===== src/rtl/dcache_wt_direct_if.sv =====
// CPU-side and memory-side signal bundle of the write-through data cache.
// The slave modport is the cache's view; master is the core/memory environment.
interface dcache_wt_direct_if #(
  parameter int ADDR_W = 16
);
  logic [ADDR_W-1:0] cpu_addr;
  logic              cpu_ren;
  logic              cpu_wen;
  logic [31:0]       cpu_wdata;
  logic [3:0]        cpu_bsel;
  logic [31:0]       cpu_rdata;
  logic              cpu_stall;
  logic [ADDR_W-1:0] mem_addr;
  logic              mem_ren;
  logic              mem_wen;
  logic [31:0]       mem_wdata;
  logic [3:0]        mem_bsel;
  logic [31:0]       mem_rdata;
  logic              mem_ready;
  logic [31:0]       hit_count;
  logic [31:0]       miss_count;

  modport slave (
    input  cpu_addr, cpu_ren, cpu_wen, cpu_wdata, cpu_bsel, mem_rdata, mem_ready,
    output cpu_rdata, cpu_stall, mem_addr, mem_ren, mem_wen, mem_wdata, mem_bsel,
           hit_count, miss_count
  );

  modport master (
    output cpu_addr, cpu_ren, cpu_wen, cpu_wdata, cpu_bsel, mem_rdata, mem_ready,
    input  cpu_rdata, cpu_stall, mem_addr, mem_ren, mem_wen, mem_wdata, mem_bsel,
           hit_count, miss_count
  );
endinterface


===== src/rtl/dcache_wt_direct.sv =====
// Direct-mapped, write-through, no-write-allocate data cache, one word per line,
// with a single outstanding memory transaction and load hit/miss counters.
module dcache_wt_direct #(
  parameter int ADDR_W     = 16,
  parameter int INDEX_BITS = 6
) (
  input  logic               clk,
  input  logic               reset,
  dcache_wt_direct_if.slave  bus
);
  localparam int LINES = 1 << INDEX_BITS;
  localparam int TAG_W = ADDR_W - INDEX_BITS;

  typedef enum logic [2:0] {IDLE, RD_REQ, RD_WAIT, WR_REQ, WR_WAIT} state_t;

  state_t                  state;
  logic [LINES-1:0]        valid;
  logic [TAG_W-1:0]        tag_arr  [LINES];
  logic [31:0]             data_arr [LINES];

  logic [INDEX_BITS-1:0]   idx;
  logic [TAG_W-1:0]        tag;
  logic [INDEX_BITS-1:0]   fill_idx;
  logic [TAG_W-1:0]        fill_tag;
  logic                    hit;
  logic                    fill;

  function automatic logic [31:0] merge_bytes(input logic [31:0] old_word,
                                              input logic [31:0] new_word,
                                              input logic [3:0]  bsel);
    logic [31:0] res;
    for (int b = 0; b < 4; b++)
      res[8*b +: 8] = bsel[b] ? new_word[8*b +: 8] : old_word[8*b +: 8];
    return res;
  endfunction

  assign idx      = bus.cpu_addr[INDEX_BITS-1:0];
  assign tag      = bus.cpu_addr[ADDR_W-1:INDEX_BITS];
  // The miss address stays latched in mem_addr, so the fill never depends on the core holding cpu_addr.
  assign fill_idx = bus.mem_addr[INDEX_BITS-1:0];
  assign fill_tag = bus.mem_addr[ADDR_W-1:INDEX_BITS];
  assign hit      = valid[idx] && (tag_arr[idx] == tag);
  assign fill     = (state == RD_WAIT) && bus.mem_ready;

  always_comb begin
    bus.cpu_stall = 1'b0;
    bus.cpu_rdata = 32'd0;
    case (state)
      IDLE: begin
        if (bus.cpu_wen)
          bus.cpu_stall = 1'b1;
        else if (bus.cpu_ren) begin
          bus.cpu_stall = !hit;
          if (hit) bus.cpu_rdata = data_arr[idx];
        end
      end
      RD_WAIT: begin
        bus.cpu_stall = !bus.mem_ready;
        if (bus.mem_ready) bus.cpu_rdata = bus.mem_rdata;
      end
      WR_WAIT: bus.cpu_stall = !bus.mem_ready;
      default: bus.cpu_stall = 1'b1;
    endcase
  end

  always_ff @(posedge clk or posedge reset) begin
    if (reset) begin
      state          <= IDLE;
      valid          <= '0;
      bus.mem_addr   <= '0;
      bus.mem_ren    <= 1'b0;
      bus.mem_wen    <= 1'b0;
      bus.mem_wdata  <= 32'd0;
      bus.mem_bsel   <= 4'd0;
      bus.hit_count  <= 32'd0;
      bus.miss_count <= 32'd0;
    end else begin
      case (state)
        IDLE: begin
          if (bus.cpu_wen) begin
            bus.mem_wen   <= 1'b1;
            bus.mem_addr  <= bus.cpu_addr;
            bus.mem_wdata <= bus.cpu_wdata;
            bus.mem_bsel  <= bus.cpu_bsel;
            state         <= WR_REQ;
          end else if (bus.cpu_ren) begin
            if (hit)
              bus.hit_count <= bus.hit_count + 32'd1;
            else begin
              bus.miss_count <= bus.miss_count + 32'd1;
              bus.mem_ren    <= 1'b1;
              bus.mem_addr   <= bus.cpu_addr;
              state          <= RD_REQ;
            end
          end
        end
        RD_REQ: begin
          bus.mem_ren <= 1'b0;
          state       <= RD_WAIT;
        end
        RD_WAIT: begin
          if (bus.mem_ready) begin
            valid[fill_idx] <= 1'b1;
            state           <= IDLE;
          end
        end
        WR_REQ: begin
          bus.mem_wen <= 1'b0;
          state       <= WR_WAIT;
        end
        WR_WAIT: begin
          if (bus.mem_ready) state <= IDLE;
        end
        default: state <= IDLE;
      endcase
    end
  end

  // Tag/data arrays carry no reset; a cleared valid bit hides any stale or half-written line.
  always_ff @(posedge clk) begin
    if (fill) begin
      tag_arr[fill_idx]  <= fill_tag;
      data_arr[fill_idx] <= bus.mem_rdata;
    end else if ((state == IDLE) && bus.cpu_wen && hit) begin
      data_arr[idx] <= merge_bytes(data_arr[idx], bus.cpu_wdata, bus.cpu_bsel);
    end
  end
endmodule


===== src/flat_wrapper.sv =====
// flat-port wrapper written by rule: the top's interface ports become plain ports
module dcache_wt_direct_flat 
#(
  parameter int ADDR_W     = 16,
  parameter int INDEX_BITS = 6
)
  (clk, reset, bus_cpu_addr, bus_cpu_ren, bus_cpu_wen, bus_cpu_wdata, bus_cpu_bsel, bus_mem_rdata, bus_mem_ready, bus_cpu_rdata, bus_cpu_stall, bus_mem_addr, bus_mem_ren, bus_mem_wen, bus_mem_wdata, bus_mem_bsel, bus_hit_count, bus_miss_count);
  dcache_wt_direct_if #(.ADDR_W(ADDR_W)) bus_i ();
  input  logic clk;
  input  logic reset;
  input wire logic [$bits(bus_i.cpu_addr)-1:0] bus_cpu_addr;
  input wire logic [$bits(bus_i.cpu_ren)-1:0] bus_cpu_ren;
  input wire logic [$bits(bus_i.cpu_wen)-1:0] bus_cpu_wen;
  input wire logic [$bits(bus_i.cpu_wdata)-1:0] bus_cpu_wdata;
  input wire logic [$bits(bus_i.cpu_bsel)-1:0] bus_cpu_bsel;
  input wire logic [$bits(bus_i.mem_rdata)-1:0] bus_mem_rdata;
  input wire logic [$bits(bus_i.mem_ready)-1:0] bus_mem_ready;
  output wire logic [$bits(bus_i.cpu_rdata)-1:0] bus_cpu_rdata;
  output wire logic [$bits(bus_i.cpu_stall)-1:0] bus_cpu_stall;
  output wire logic [$bits(bus_i.mem_addr)-1:0] bus_mem_addr;
  output wire logic [$bits(bus_i.mem_ren)-1:0] bus_mem_ren;
  output wire logic [$bits(bus_i.mem_wen)-1:0] bus_mem_wen;
  output wire logic [$bits(bus_i.mem_wdata)-1:0] bus_mem_wdata;
  output wire logic [$bits(bus_i.mem_bsel)-1:0] bus_mem_bsel;
  output wire logic [$bits(bus_i.hit_count)-1:0] bus_hit_count;
  output wire logic [$bits(bus_i.miss_count)-1:0] bus_miss_count;
  assign bus_i.cpu_addr = bus_cpu_addr;
  assign bus_i.cpu_ren = bus_cpu_ren;
  assign bus_i.cpu_wen = bus_cpu_wen;
  assign bus_i.cpu_wdata = bus_cpu_wdata;
  assign bus_i.cpu_bsel = bus_cpu_bsel;
  assign bus_i.mem_rdata = bus_mem_rdata;
  assign bus_i.mem_ready = bus_mem_ready;
  assign bus_cpu_rdata = bus_i.cpu_rdata;
  assign bus_cpu_stall = bus_i.cpu_stall;
  assign bus_mem_addr = bus_i.mem_addr;
  assign bus_mem_ren = bus_i.mem_ren;
  assign bus_mem_wen = bus_i.mem_wen;
  assign bus_mem_wdata = bus_i.mem_wdata;
  assign bus_mem_bsel = bus_i.mem_bsel;
  assign bus_hit_count = bus_i.hit_count;
  assign bus_miss_count = bus_i.miss_count;
  dcache_wt_direct #(.ADDR_W(ADDR_W), .INDEX_BITS(INDEX_BITS)) u_core (.clk(clk), .reset(reset), .bus(bus_i));
endmodule

===== config.mk =====
export PLATFORM = sky130hd
export DESIGN_NAME = dcache_wt_direct_flat
export DESIGN_NICKNAME = d
export VERILOG_FILES = /design/src/rtl/dcache_wt_direct_if.sv /design/src/rtl/dcache_wt_direct.sv /design/src/flat_wrapper.sv
export SDC_FILE = /design/constraint.sdc
export NUM_CORES = 2
export LEC_CHECK = 0
export CORE_AREA = 4 4 423 425
export CTS_BUF_LIST = sky130_fd_sc_hd__clkbuf_2
export DETAILED_ROUTE_END_ITERATION = 16
export DIE_AREA = 0 0 427 429
export GPL_ROUTABILITY_DRIVEN = 0
export PLACE_DENSITY = 0.82
export SETUP_SLACK_MARGIN = 0.1
export SLEW_MARGIN = 30
export SYNTH_ARGS = -nofsm -noshare
export SYNTH_HDL_FRONTEND = slang
export SYNTH_SLANG_ARGS = --single-unit

===== constraint.sdc =====
create_clock -name clk -period 14.9 [get_ports clk]
set_input_delay 3.725 -clock clk [delete_from_list [all_inputs] [get_ports clk]]
set_output_delay 3.725 -clock clk [all_outputs]
set_load 0.02 [all_outputs]

==> results_dict.tcl <==
set metrics [dict create \
    synth_mux_area_frac 0.1778 \
    crit_fanout 64 \
    grt_overflow 0 \
    pin_count 240 \
    power_mw 16.38 \
    setup_ws_ns 1.925 \
    antenna_found_initial 19 \
    whs_path_depth 1 \
    synth_fp_nets 5321 \
    synth_top_family_by_area "multiplexers" \
    cts_setup_buffers 0 \
    viasPerCell 6.845 \
    grt_pass1_vias 61493 \
    synthAdderAreaFrac 0.0002214 \
    synth_edf_count 2688 \
    fin_area_sq_um 125200 \
    final_util 0.7142 \
    firstDrtPassIters 6 \
    multi_input_area_sq_um 27140 \
    leakage_nw 41.87 \
    yosys_register_bits 2873 \
    dieArea_sq_um 183200 \
    cp.required_ns 11.18 \
    setup_viol 0 \
    cts_tree "built" \
    switchingPower_mw 4.555 \
    synth-xor-area-share 0.005424 \
    crit_buf_inv 4 \
    cts_max_level 6 \
    drv_cap 0 \
    core_area_sq_um 175300 \
    cts_made_buffers 684 \
    avgSynthCellArea_sq_um 21.61 \
    hold_viol 0 \
    start_kind "input port" \
    clk_path_buf_depth 4 \
    nets 6118 \
    power_density_nw_per_um2 130.8 \
    area_delta_synth_final_pct 10.79 \
    crit_family "buffers and inverters" \
    clkPwrFrac 0.297 \
    rsz0062_at_grt "false" \
    dpl_cell_area_sq_um 119300 \
    worst_clock_skew_ns 0.2050 \
    grt_max_degree 138 \
    holdWs_ns 0.4688 \
    grt_use_total 0.3318 \
    wl_per_cell_um 33.87 \
    worst-path-stages 13 \
    synthSimpleGateAreaFrac 0.02831 \
    switching_share 0.2780 \
    die_x_um 427 \
    period_share 0.8708 \
    port_buffers 239 \
    post-place-cells 7678 \
    layout_min_cycle_time_ns 12.98 \
    p_seq_frac 0.582 \
    worst_ir_drop_vdd_uv 97.61 \
    dpl.hpwl_mm 175.0 \
    critPathKind "input port to output pin" \
    clock_sinks 2873 \
    pre_cts_slack_ns 2.057 \
    max_freq_mhz 77.07 \
    cpPeakStageDelay_ns 0.85 \
    dominantRegCellSynth "edfxtp_1" \
    grt_pass1_wl_mm 430.1 \
    async_reset_ff_frac 0.06439 \
    reg2reg_depth 12 \
    yosys_warnings 0 \
    seqCellArea_sq_um 85370 \
    setup_tns_ns 0 \
    cts_resized 0 \
    clkLatencyLatePin_ns 1.89 \
    cts_hold_buf 0 \
    synthCells 5230 \
    die_h_um 429 \
    ys_seq_area_frac 0.7551 \
    initial_core_util 0.6446 \
    p_comb_frac 0.121 \
    fillers 9960 \
    yosysUniqueCellTypes 70 \
    crit_arrival_ns 9.25 \
    synth_compound_area_frac 0.01767 \
    final_cell_count_no_fill 8857 \
    internal_power_mw 11.83 \
    end_kind "output pin" \
    drt_iter0_markers 9306 \
    crit_chain "clkdlybuf4s50_1 -> buf_4 -> and2_1 -> buf_4 -> a22o_1 -> a2111oi_0 -> a31oi_1 -> a21oi_1 -> nand4b_1 -> a211oi_2 -> and3_4 -> a22o_1 -> clkdlybuf4s50_1" \
    status "completed" \
    drc 0 \
    drive_gt1_frac 0.3420 \
    worst_slew_margin_rel 0.2157 \
    worstMarginPinSlew_ns 1.176 \
    slew_viol_final 0 \
    cts_root_buf "clkbuf_2" \
    wl_mm 300.0 \
    via_count 60625 \
    hold_path_class "register to register" \
    std_cell_rows 154 \
    clk_pin_slew_worst_paths_ns 0.09 \
    syn_area_sq_um 113000 \
    cp_slowest_cell "and3_4" \
    drtAntennaViolNets 0 \
]
## routing by layer
metal  vias to the layer above  GRT usage  part of all wire
li1                      23772          -                 -
met1                     30809     0.4341              0.33
met2                      5075     0.5140              0.49
met3                       951    0.09488              0.12
met4                        18     0.1770             0.059
met5                         -          0           0.00046
## layout by cell type, fill, tap and decap left out, drive strengths merged, types with 70 or more instances in the layout
cell type / Yosys / layout
nor2: 125 / 125
clkinv: 0 / 172
nand2: 247 / 247
clkbuf: 149 / 969
clkdlybuf4s50: 0 / 232
dfrtp: 185 / 185
mux4: 760 / 760
buf: 144 / 172
a21oi: 78 / 78
mux2i: 239 / 239
edfxtp: 2688 / 2688
a22oi: 70 / 70
## layout make-up
| cell class | count | share of cell area |
|---|---|---|
| Timing Repair Buffer | 404 | 0.03121 |
| Clock buffer | 969 | 0.03873 |
| Clock inverter | 199 | 0.007533 |
| Antenna cell | 8 | 0.0001599 |
| Tap cell | 2340 | 0.02338 |
| Multi-Input combinational cell | 2049 | 0.2167 |
| Sequential cell | 2873 | 0.6817 |
| Inverter | 15 | 0.0006095 |
## sequential cells by signal, summed over array words and instances (netlist names)
name and cells:
u_core.data_arr 2048, u_core.tag_arr 640, u_core.valid 64, u_core.bus.hit_count 32, u_core.bus.mem_wdata 32, u_core.bus.miss_count 32
u_core.bus.mem_addr 16, u_core.bus.mem_bsel 4, u_core.state 3, u_core.bus.mem_ren 1, u_core.bus.mem_wen 1
## cells by family after synthesis
family | count (synthesis)
flip-flops | 2873
multiplexers | 1041
AND/OR/NAND/NOR | 646
buffers and inverters | 308
AO/OA/AOI/OAI | 290
XOR/XNOR | 70
adder cells (fa/ha/maj) | 2
## path summary, 6_finish.rpt
path	startpoint	endpoint	slack, ns
max in group asynchronous	reset	u_core.bus.hit_count[11]$_DFFE_PP0P_	11.32
hold reg to reg	u_core.valid[49]$_DFFE_PP0P_	u_core.valid[49]$_DFFE_PP0P_	0.47
setup / recovery	bus_cpu_addr[2]	bus_cpu_rdata[13]	1.92
setup reg to reg	u_core.tag_arr[62][6]$_DFFE_PP_	u_core.data_arr[35][0]$_DFFE_PP_	8.93
hold / removal	u_core.valid[49]$_DFFE_PP0P_	u_core.valid[49]$_DFFE_PP0P_	0.47
min in group asynchronous	reset	u_core.valid[9]$_DFFE_PP0P_	2.40
## synth_stat cells, types with 12 or more instances
cell type	n	area, sq um
xnor2_1	41	359.1
nand2_1	247	927.1
buf_6	12	135.1
mux2i_1	239	2392
nor4_1	12	75.07
a221oi_1	16	140.1
and3_1	22	137.6
dfrtp_1	185	4629
o21ai_0	41	205.2
or2_2	68	425.4
mux4_2	741	16690
mux4_1	19	499.2
a22o_1	40	350.3
nor2_1	124	465.5
mux2_2	20	225.2
buf_2	78	390.4
inv_1	14	52.55
nor3_1	20	100.1
buf_1	20	75.07
edfxtp_1	2688	80720
xor2_1	29	254.0
buf_12	17	340.3
clkbuf_1	146	548.0
nand3_1	41	205.2
nor2b_1	17	106.4
and2_1	19	118.9
nand4_1	21	131.4
a21oi_1	78	390.4
nand2b_1	16	100.1
a22oi_1	70	525.5
## worst register-to-register path: stages (launching register included)
cell and delay (ns):
edfxtp_1 0.38, mux4_2 0.48, a221oi_1 0.56, o21ai_0 0.17, nand2_1 0.13, nor3_1 0.08, nor4_4 0.52, nor2b_1 0.19
and4_2 0.27, buf_4 0.53, nand2_4 0.67, a21oi_4 0.94, buf_4 0.56
## power groups by stage
stage,Sequential [mW],Combinational (mW),Clock [mW]
6_report,9.54,1.98,4.86
5_1_grt,9.57,2.05,5.40
4_1_cts,9.54,1.95,4.93
3_5_place_dp,9.72,1.94,0
3_3_place_gp,9.70,1.86,0
2_1_floorplan,9.81,0.891,0
Power figures use the tool's default switching activity.
